**config.mk**
```make
export PLATFORM = sky130hd
export DESIGN_NAME = hls_test_sequencer
export DESIGN_NICKNAME = d
export VERILOG_FILES = /design/src/rtl/hls_test_pkg.sv /design/src/rtl/hls_test_timer.sv /design/src/rtl/hls_test_sequencer.sv
export SDC_FILE = /design/constraint.sdc
export NUM_CORES = 1
export LEC_CHECK = 0
export ABC_AREA = 1
export BUFFER_PORTS_ARGS = -buffer_cell sky130_fd_sc_hd__clkbuf_2
export CORE_AREA = 4 4 67 69
export CTS_BUF_LIST = sky130_fd_sc_hd__clkbuf_8
export CTS_CLUSTER_SIZE = 40
export DETAILED_ROUTE_END_ITERATION = 8
export DIE_AREA = 0 0 71 73
export GPL_TIMING_DRIVEN = 0
export PLACE_DENSITY = 0.84
export SYNTH_ARGS = -nofsm -noshare
export SYNTH_HDL_FRONTEND = slang
export SYNTH_HIERARCHICAL = 1
export SYNTH_SLANG_ARGS = --single-unit
```
**constraint.sdc**
```tcl
create_clock -name clk -period 2.36 [get_ports clk]
set_clock_uncertainty 0.05 [all_clocks]
set_input_delay 0.708 -clock clk [delete_from_list [all_inputs] [get_ports clk]]
set_output_delay 0.708 -clock clk [all_outputs]
set_load 0.1 [all_outputs]
```
**src/rtl/hls_test_pkg.sv**
```systemverilog
// Shared definitions for the HLS method-block self-test sequencer:
// state encoding and constant-function helpers used to size counters.
package hls_test_pkg;

    // Sequencer states; numeric values are visible on the state debug output.
    typedef enum logic [2:0] {
        ST_IDLE   = 3'd0,
        ST_SETTLE = 3'd1,
        ST_REQ    = 3'd2,
        ST_WAIT   = 3'd3,
        ST_NEXT   = 3'd4,
        ST_FINISH = 3'd5
    } state_t;

    // Ceiling log2; clog2(1) = 0.
    function automatic int clog2(input int value);
        int result;
        int rem;
        result = 0;
        rem    = value - 1;
        while (rem > 0) begin
            result = result + 1;
            rem    = rem >> 1;
        end
        return result;
    endfunction

    // Larger of two integers.
    function automatic int max_int(input int a, input int b);
        return (a > b) ? a : b;
    endfunction

endpackage

```
**src/rtl/hls_test_timer.sv**
```systemverilog
// Saturating up-counter shared by the settle delay and the per-test wait.
// A load starts a new interval at 1, so the count equals the number of
// cycles elapsed since the loading cycle.
module hls_test_timer
    import hls_test_pkg::*;
#(
    parameter int CNT_W       = 14,
    parameter int START_DELAY = 100,
    parameter int MIN_WAIT    = 5,
    parameter int TIMEOUT     = 10000
) (
    input  logic clk,
    input  logic reset,
    input  logic load,
    input  logic enable,
    output logic settle_done,
    output logic min_reached,
    output logic timed_out
);

    localparam logic [CNT_W-1:0] SETTLE_LAST = CNT_W'(START_DELAY - 1);
    localparam logic [CNT_W-1:0] MIN_COUNT   = CNT_W'(MIN_WAIT);
    localparam logic [CNT_W-1:0] TO_COUNT    = CNT_W'(TIMEOUT);

    logic [CNT_W-1:0] count;

    // Counter: load restarts at 1, enable counts up and sticks at all-ones.
    always_ff @(posedge clk or negedge reset) begin
        if (!reset) begin
            count <= '0;
        end else if (load) begin
            count <= CNT_W'(1);
        end else if (enable && (count != '1)) begin
            count <= count + 1'b1;
        end
    end

    // Threshold compares consumed by the sequencer FSM.
    always_comb begin
        settle_done = (count >= SETTLE_LAST);
        min_reached = (count >= MIN_COUNT);
        timed_out   = (count >= TO_COUNT);
    end

endmodule

```
**src/rtl/hls_test_sequencer.sv**
```systemverilog
// Self-test sequencer for HLS method blocks with a req/busy/return handshake.
// Handshake: test_req[i] is a single-cycle one-hot request for channel i;
// the channel is considered complete once at least MIN_WAIT cycles have
// passed since the request and test_busy[i] is low, at which point
// test_return[i] is sampled (1 = pass). Channels are run in index order.
module hls_test_sequencer
    import hls_test_pkg::*;
#(
    parameter int NUM_TESTS   = 4,
    parameter int IDX_W       = 32,
    parameter int START_DELAY = 100,
    parameter int MIN_WAIT    = 5,
    parameter int TIMEOUT     = 10000
) (
    input  logic                 clk,
    input  logic                 reset,
    input  logic                 start,
    output logic [NUM_TESTS-1:0] test_req,
    input  logic [NUM_TESTS-1:0] test_busy,
    input  logic [NUM_TESTS-1:0] test_return,
    output logic [IDX_W-1:0]     test_idx,
    output logic                 busy,
    output logic                 done,
    output logic                 pass,
    output logic [NUM_TESTS-1:0] fail_mask,
    output logic [NUM_TESTS-1:0] timeout_mask,
    output logic [2:0]           state_dbg
);

    localparam int CNT_W = clog2(max_int(TIMEOUT, START_DELAY) + 1);
    localparam int IW    = (NUM_TESTS > 1) ? clog2(NUM_TESTS) : 1;
    localparam logic [IW-1:0] LAST_IDX = IW'(NUM_TESTS - 1);

    state_t        state;
    state_t        state_nxt;
    logic [IW-1:0] idx;

    logic tmr_load;
    logic tmr_en;
    logic settle_done;
    logic min_reached;
    logic timed_out;

    logic campaign_clr;
    logic idx_inc;
    logic set_fail;
    logic set_tmo;
    logic pass_upd;

    hls_test_timer #(
        .CNT_W       (CNT_W),
        .START_DELAY (START_DELAY),
        .MIN_WAIT    (MIN_WAIT),
        .TIMEOUT     (TIMEOUT)
    ) u_timer (
        .clk         (clk),
        .reset       (reset),
        .load        (tmr_load),
        .enable      (tmr_en),
        .settle_done (settle_done),
        .min_reached (min_reached),
        .timed_out   (timed_out)
    );

    // State register.
    always_ff @(posedge clk or negedge reset) begin
        if (!reset) begin
            state <= ST_IDLE;
        end else begin
            state <= state_nxt;
        end
    end

    // Next-state and datapath controls; completion takes priority over timeout.
    always_comb begin
        state_nxt    = state;
        tmr_load     = 1'b0;
        tmr_en       = 1'b0;
        campaign_clr = 1'b0;
        idx_inc      = 1'b0;
        set_fail     = 1'b0;
        set_tmo      = 1'b0;
        pass_upd     = 1'b0;
        case (state)
            ST_IDLE: begin
                if (start) begin
                    campaign_clr = 1'b1;
                    tmr_load     = 1'b1;
                    state_nxt    = ST_SETTLE;
                end
            end
            ST_SETTLE: begin
                if (settle_done) begin
                    state_nxt = ST_REQ;
                end else begin
                    tmr_en = 1'b1;
                end
            end
            ST_REQ: begin
                tmr_load  = 1'b1;
                state_nxt = ST_WAIT;
            end
            ST_WAIT: begin
                if (min_reached && !test_busy[idx]) begin
                    set_fail  = !test_return[idx];
                    state_nxt = ST_NEXT;
                end else if (timed_out) begin
                    set_fail  = 1'b1;
                    set_tmo   = 1'b1;
                    state_nxt = ST_NEXT;
                end else begin
                    tmr_en = 1'b1;
                end
            end
            ST_NEXT: begin
                if (idx == LAST_IDX) begin
                    pass_upd  = 1'b1;
                    state_nxt = ST_FINISH;
                end else begin
                    idx_inc   = 1'b1;
                    state_nxt = ST_REQ;
                end
            end
            ST_FINISH: begin
                state_nxt = ST_IDLE;
            end
            default: begin
                state_nxt = ST_IDLE;
            end
        endcase
    end

    // Test index, result masks and the pass level; held until the next accepted start.
    always_ff @(posedge clk or negedge reset) begin
        if (!reset) begin
            idx          <= '0;
            fail_mask    <= '0;
            timeout_mask <= '0;
            pass         <= 1'b0;
        end else begin
            if (campaign_clr) begin
                idx          <= '0;
                fail_mask    <= '0;
                timeout_mask <= '0;
                pass         <= 1'b0;
            end
            if (idx_inc) begin
                idx <= idx + 1'b1;
            end
            if (set_fail) begin
                fail_mask[idx] <= 1'b1;
            end
            if (set_tmo) begin
                timeout_mask[idx] <= 1'b1;
            end
            // fail_mask is final by the NEXT cycle of the last test, so pass
            // is already valid alongside the done pulse.
            if (pass_upd) begin
                pass <= ~|fail_mask;
            end
        end
    end

    // Outputs decoded from state so a reset clears them without waiting for a clock.
    always_comb begin
        test_req = '0;
        if (state == ST_REQ) begin
            test_req[idx] = 1'b1;
        end
        test_idx         = '0;
        test_idx[IW-1:0] = idx;
        busy      = (state == ST_SETTLE) || (state == ST_REQ) ||
                    (state == ST_WAIT)   || (state == ST_NEXT);
        done      = (state == ST_FINISH);
        state_dbg = state;
    end

endmodule

```
==> results by group, run 1 <==
Run status
  – Status: complete, no violations

STA
  – Worst slew margin: 53.5%
  – FMAX: around 440 MHz
  – Crit path time final: approximately 2.3 ns
  – Hold_ws: 0.412 ns
  – Tcrit/Tclk final: 97.1%
  – Final Hold Viols: 0
  – Slew @ Worst Pin: between 0.6 and 0.7 ns
  – # setup viols final: 0
  – Slew Viols, Final: 0

Logic synthesis
  – Post-synthesis sequential area ratio: 33.8%
  – Leading area contributor after synthesis: dfrtp_1
  – Mapped Area: 2070 sq um
  – Synth warnings: 6
  – Syn Area/Cell: 7.04 sq um
  – Top cells by area, synth: dfrtp_1, nand2_1, buf_4
  – Mapped Cells: slightly below 300
  – Seq cells post-synth: 28
  – Synth unique cells: 28
  – Share of the synthesized area in the top cell type: 33.8%

Setup path
  – WP data required: 1.60 ns
  – CP startpoint kind: flop
  – Worst path bufs/invs: 3
  – Worst Setup End Kind: primary output
  – Slowest CP cell: dfrtp_2
  – Slowest stage delay, CP: 0.47 ns
  – Critical path class: reg2out
  – CP top delay family: buffers and inverters
  – Crit path from: idx[0]
  – CP Cell Sequence: inv_2 -> ha_1 -> inv_1 -> nor2_4 -> clkbuf_8
  – CP max FO: 8
  – Arr. time, crit path: 1.53 ns
  – RR Startpoint: u_timer/count[0]

Routing
  – DRT iter0 DRCs: 110
  – Met3 wire length: 210 um
  – First-pass DRT Iterations: 4
  – Detailed Route WL: 4800 um
  – DR vias/cell: 4.77
  – DR top layer: met4
  – Antenna viol nets, final: 0
  – Wire length on met1: around 1900 um
  – DRC: 0
  – Via count: 1960
  – Routed WL per cell: between 10 and 15 um
  – Met2 WL: 2640 um

Clock tree
  – H-tree levels: 1
  – CTS tree: built
  – Total clock sinks: 28
  – Root Buffer Master: clkbuf_8
  – Reg clk slew, reported paths: 0.10 ns
  – Clk Latency, worst-skew pair: 0.27 ns
  – Num CTS Buffers: 3
  – CTS max path bufs: 2

Global route
  – Tot GR Track Use: 18.9%
  – First-pass GRT wire length: around 8000 um
  – Vias in the first global route: 1852
  – Antenna violations before repair: 0
  – Largest net degree at the start of global routing: 29
  – Grt ovf: 0

Finish
  – Post-Layout Cell Count: 411
  – Fin nets: 380
  – Most frequent cells in the layout: nand2_1, buf_4, inv_1, conb_1, clkbuf_2
  – Register area: 716 sq um
  – Commonest non-fill, non-tap cell in the layout: nand2_1
  – Multi-input logic area: 1170 sq um
  – Layout area overhead: 25.0%
  – Fillers: 325
  – ANT cells: 0
  – Share of cells above drive strength 1: 30.2%

Placement
  – Port Buffer Count: 30
  – Inst Count DP: 403
  – Final GP Congestion: around 0.9
  – DP HPWL: 3840 um

Pwr
  – PwrDens: between 1000 and 1500 nW/um^2
  – Lkg Pwr: 1.44 nW
  – Worst VDD drop: 457 uV

Run
  – Maximum Capacitance Violations: 0

Floorplan
  – Die width: about 71 um
  – Starting Density: about 53%
  – IO Pins: 61
  – DIE AREA: 5180 sq um
  – Area of the core: 3910 sq um
  – Die height: 73 um
  – Site Rows: 23

Worst hold path
  – HP Class: in2async
## timing repair
action / CTS / global route
endpoints found under the setup margin: 18 / 17
buffers inserted: 0 / 4
gates cloned: 0 / 0
pin swaps: 0 / 2
gates resized for setup: 8 / 9
hold buffers: 0 / 0
## through the flow
stage | worst slack (ns) | TNS, ns | cell area [sq um] | power [mW] | utilization (%)
2_1_floorplan | -0.200 | -0.200 | 2260 | 2.53 | -
3_3_place_gp | -0.0704 | -0.544 | 2470 | 2.88 | 63.1
3_5_place_dp | -0.100 | -0.720 | 2470 | 2.92 | 63.1
4_1_cts | 0.00976 | 0 | 2540 | 3.24 | 64.9
5_1_grt | -0.0419 | -0.221 | 2590 | 3.53 | 66.1
6_report | 0.0682 | 0 | 2590 | 3.32 | 66.1
## registers in the layout, indices dropped and copies added, names as in the netlist
signal / flops
u_timer/count: 14
fail_mask: 4
timeout_mask: 4
state_dbg: 3
idx: 2
pass: 1
## final timing paths
path,to,slack (ns),depth (start not counted)
max,test_req[0],0.07,5
max reg2reg,u_timer/count[3],0.11,13
min reg2reg,timeout_mask[1],0.45,2
min,u_timer/count[6],0.41,1
min in group clk,timeout_mask[1],0.45,2
max in group asynchronous,state_dbg[2],1.34,1
## Yosys cell counts
cell	number
xor2_1	2
buf_1	1
nand3_2	1
or3_1	1
buf_4	30
inv_2	4
nand4_1	14
dfrtp_1	28
nand2_2	9
nor2_1	24
inv_1	30
o21ai_0	9
buf_2	2
a31oi_1	1
a21oi_1	2
nand3_1	24
conb_1	1
o31ai_1	2
buf_6	1
nor2_4	3
nor3_2	1
or2_2	2
nand2_1	84
o211ai_1	2
nor2_2	4
nor3_1	3
o21ai_1	2
ha_1	7
## worst register-to-register path, stage by stage, from the launching register on
cell and delay, ns:
dfrtp_2 0.44, ha_1 0.23, or2_2 0.30, nor3_2 0.12, o211ai_1 0.12, nor2_1 0.15
inv_1 0.08, nand2_2 0.09, inv_1 0.07, nor2_4 0.16, nor2_4 0.06, buf_6 0.15
nand2_1 0.06, nand2_1 0.06
## kinds of logic (layout without fill, tap and decap cells)
group	count (synthesis)	after routing	synth area share (%)
fa+ha+maj	7	7	4.23
simple gates	170	170	37.8
other cells	1	30	0.181
buf+inv	68	106	18.2
flops	28	28	33.8
xor+xnor	2	2	0.846
compound gates	18	18	4.89
## layer usage
metal | global-route usage [%] | vias to the layer above
met3 | 2.07 | 4
met4 | 4.38 | 0
met5 | 0 | -
met1 | 21.9 | 900
met2 | 37.0 | 45
li1 | - | 1011
## cell type report
type	count	share of cell area, %
clock inverters	1	0.145
well taps	50	2.42
multi-input cells	227	45.2
plain buffers	34	9.91
repair buffers	34	7.97
flip-flops and latches	28	27.6
clock buffers	3	1.59
inverters	34	5.12
## report_power, final
part,switching [mW],internal (mW),total [mW],leakage (nW)
sequential,0.139,0.594,0.733,0.372
combinational,1.75,0.578,2.33,1.04
clock,0.147,0.117,0.264,0.0269
total,2.04,1.29,3.32,1.44
Note: power is estimated with default switching activity, not from simulation.
==> run 2: changes to the inputs <==
--- a/config.mk
+++ b/config.mk
@@ -13,7 +13,7 @@
 export DETAILED_ROUTE_END_ITERATION = 8
 export DIE_AREA = 0 0 71 73
 export GPL_TIMING_DRIVEN = 0
-export PLACE_DENSITY = 0.84
+export PLACE_DENSITY_LB_ADDON = 0.12
 export SYNTH_ARGS = -nofsm -noshare
 export SYNTH_HDL_FRONTEND = slang
 export SYNTH_HIERARCHICAL = 1
==> run 2 against run 1 <==
Effect of this change: clock power increased by 44%; core utilization rose by 0.70 points; setup slack improved by 0.0092 ns; register-to-register slack better by 0.07 ns; sequential cell count stayed put; die area stayed put; critical path type unchanged; largest power group unchanged; highest routed layer unchanged.
==> results by group, run 2 (synthesized netlist as in run 1, its figures left out) <==
Global route
  – First-pass GRT wire length: 7640 um (-4.9%)
  – Antenna violations before repair: 0 (unchanged)
  – Vias in the first global route: 1728 (-6.7%)
  – Largest net degree at the start of global routing: 29 (unchanged)
  – Grt ovf: 0 (unchanged)
  – Tot GR Track Use: 18.2% (-0.73 points)

Placement
  – DP HPWL: 3620 um (-5.6%)
  – Pre-CTS setup slack: -0.117 ns (-0.0171 ns)
  – Final GP Congestion: 0.865 (-6.3%)
  – Port Buffer Count: 30 (unchanged)
  – Dpl cell area: 2470 sq um (unchanged)

Setup path
  – WP data required: 1.60 ns (about the same)
  – Critical path class: reg2out
  – CP startpoint kind: flop
  – Crit path from: state_dbg[2]
  – Worst Setup EP: test_req[3]
  – RR Startpoint: u_timer/count[0]
  – CP max FO: 7 (-1)
  – Arr. time, crit path: 1.52 ns (about the same)
  – RR Endpoint: u_timer/count[8]
  – Reg2Reg Depth: 13 (unchanged)
  – R2R setup slack: 0.18 ns (+0.07 ns)
  – Worst Setup End Kind: primary output

Pwr
  – Worst VDD drop: 590 uV (+29%)
  – PwrDens: 1300 nW/um^2 (+1.6%)
  – Lkg Pwr: 1.45 nW (+0.33%)

Routing
  – Routed WL per cell: 11.0 um (-5.5%)
  – DRT iter0 DRCs: 81 (-26%)
  – DR vias/cell: 4.60 (-3.6%)
  – Detailed Route WL: 4520 um (-5.8%)
  – DRC: 0 (unchanged)
  – Via count: 1884 (-3.9%)
  – Antenna viol nets, final: 0 (unchanged)
  – First-pass DRT Iterations: 4 (unchanged)

Floorplan
  – IO Pins: 61 (unchanged)
  – DIE AREA: 5180 sq um (unchanged)
  – Area of the core: 3910 sq um (unchanged)
  – Die height: 73 um (unchanged)
  – Die width: 71 um (unchanged)
  – Starting Density: 52.9% (unchanged)
  – Site Rows: 23 (unchanged)

Clock tree
  – H-tree levels: 1 (unchanged)
  – Total clock sinks: 28 (unchanged)
  – CTS max path bufs: 2 (unchanged)
  – Num CTS Buffers: 3 (unchanged)
  – Reg clk slew, reported paths: 0.10 ns (about the same)
  – Clk Latency, worst-skew pair: 0.28 ns (about the same)
  – CTS tree: built
  – Root Buffer Master: clkbuf_8

STA
  – Tcrit/Tclk final: 96.7% (-0.39 points)
  – Fin Setup TNS: 0 ns (unchanged)
  – FMAX: 438 MHz (+0.40%)
  – Final WS setup: 0.0775 ns (+0.00924 ns)
  – Worst slew margin: 53.1% (-0.45 points)
  – Crit path time final: 2.28 ns (-0.00924 ns)
  – # setup viols final: 0 (unchanged)
  – Slew @ Worst Pin: 0.704 ns (+0.00668 ns)
  – Slew Viols, Final: 0 (unchanged)
  – Hold_ws: 0.404 ns (-0.00831 ns)
  – Final Hold Viols: 0 (unchanged)

Run status
  – Status: complete, no violations

Finish
  – Layout area overhead: 26.3%
  – Fin nets: 379 (-0.26%)
  – Number of flip-flops in the largest register: 14 (unchanged)
  – Largest regs: u_timer/count (14), fail_mask (4), timeout_mask (4)
  – Share of cells above drive strength 1: 30.3% (+0.084 points)
  – Final instance area: 2620 sq um (+1.1%)
  – Final core utilization: 66.8% (+0.70 points)
  – Most frequent cells in the layout: nand2_1, buf_4, conb_1
  – Fillers: 377 (+16%)
  – Commonest non-fill, non-tap cell in the layout: nand2_1
  – Top reg by flops: u_timer/count
  – ANT cells: 0 (unchanged)

Run
  – Maximum Capacitance Violations: 0 (unchanged)

Worst hold path
  – HP Class: in2async
-- run 2: cell count changes in the layout (fill, tap and decap cells not counted) --
cell / previous run / this run
inv_1: 30 / 29
dfrtp_2: 3 / 2
dfrtp_1: 22 / 23
ha_1: 7 / 6
bufinv_16: 0 / 1
ha_2: 0 / 1
buf_4: 36 / 33
buf_8: 0 / 1
clkbuf_4: 0 / 1
-- run 2: timing repair --
item	CTS	global route
endpoints found under the setup margin	18	16
pin swaps	0	2
gates cloned	0	0
hold buffers	0	0
gates resized for setup	8	10
setup buffers	0	3
-- run 2: stage by stage --
step / std cells / power [mW]
after floorplan: 323 / 2.53
after global placement: 403 / 2.89
after detailed placement: 403 / 2.90
after CTS: 407 / 3.33
after global routing: 410 / 3.64
final: 410 / 3.41
-- run 2: per-layer routing --
layer | vias up | wire length (um) | GRT usage (%)
li1 | 1009 | - | -
met1 | 830 | 1960 | 22.8
met3 | 4 | 186 | 2.34
met4 | 0 | 55 | 6.68
met2 | 41 | 2320 | 31.9
met5 | - | 0 | 0
-- run 2: worst min-delay path by stage --
stage / endpoint / slack [ns] / depth (start not counted)
after global placement: timeout_mask[3] / 0.42 / 2
after floorplan: fail_mask[0] / 0.36 / 0
after CTS: timeout_mask[3] / 0.43 / 1
after detailed placement: timeout_mask[1] / 0.44 / 2
after global routing: timeout_mask[3] / 0.46 / 1
final: timeout_mask[3] / 0.40 / 1
-- run 2: report_power, final --
part	switching, mW	internal [mW]
combinational	1.72	0.577
clock	0.153	0.227
sequential	0.139	0.592
total	2.02	1.40
-- run 2: critical path, stage by stage (launching register included) --
cell and delay, ns:
dfrtp_4 0.52, inv_4 0.11, nand3_4 0.17, nor2_4 0.13, clkbuf_4 0.32
-- run 2: final cells by class --
class	count	area, sq um	share of cell area (%)
flip-flops and latches	28	714	27.3
plain buffers	34	256	9.80
clock buffers	3	41.3	1.58
clock inverters	1	30.0	1.15
inverters	34	133	5.07
repair buffers	33	206	7.89
well taps	50	62.6	2.39
multi-input cells	227	1170	44.8
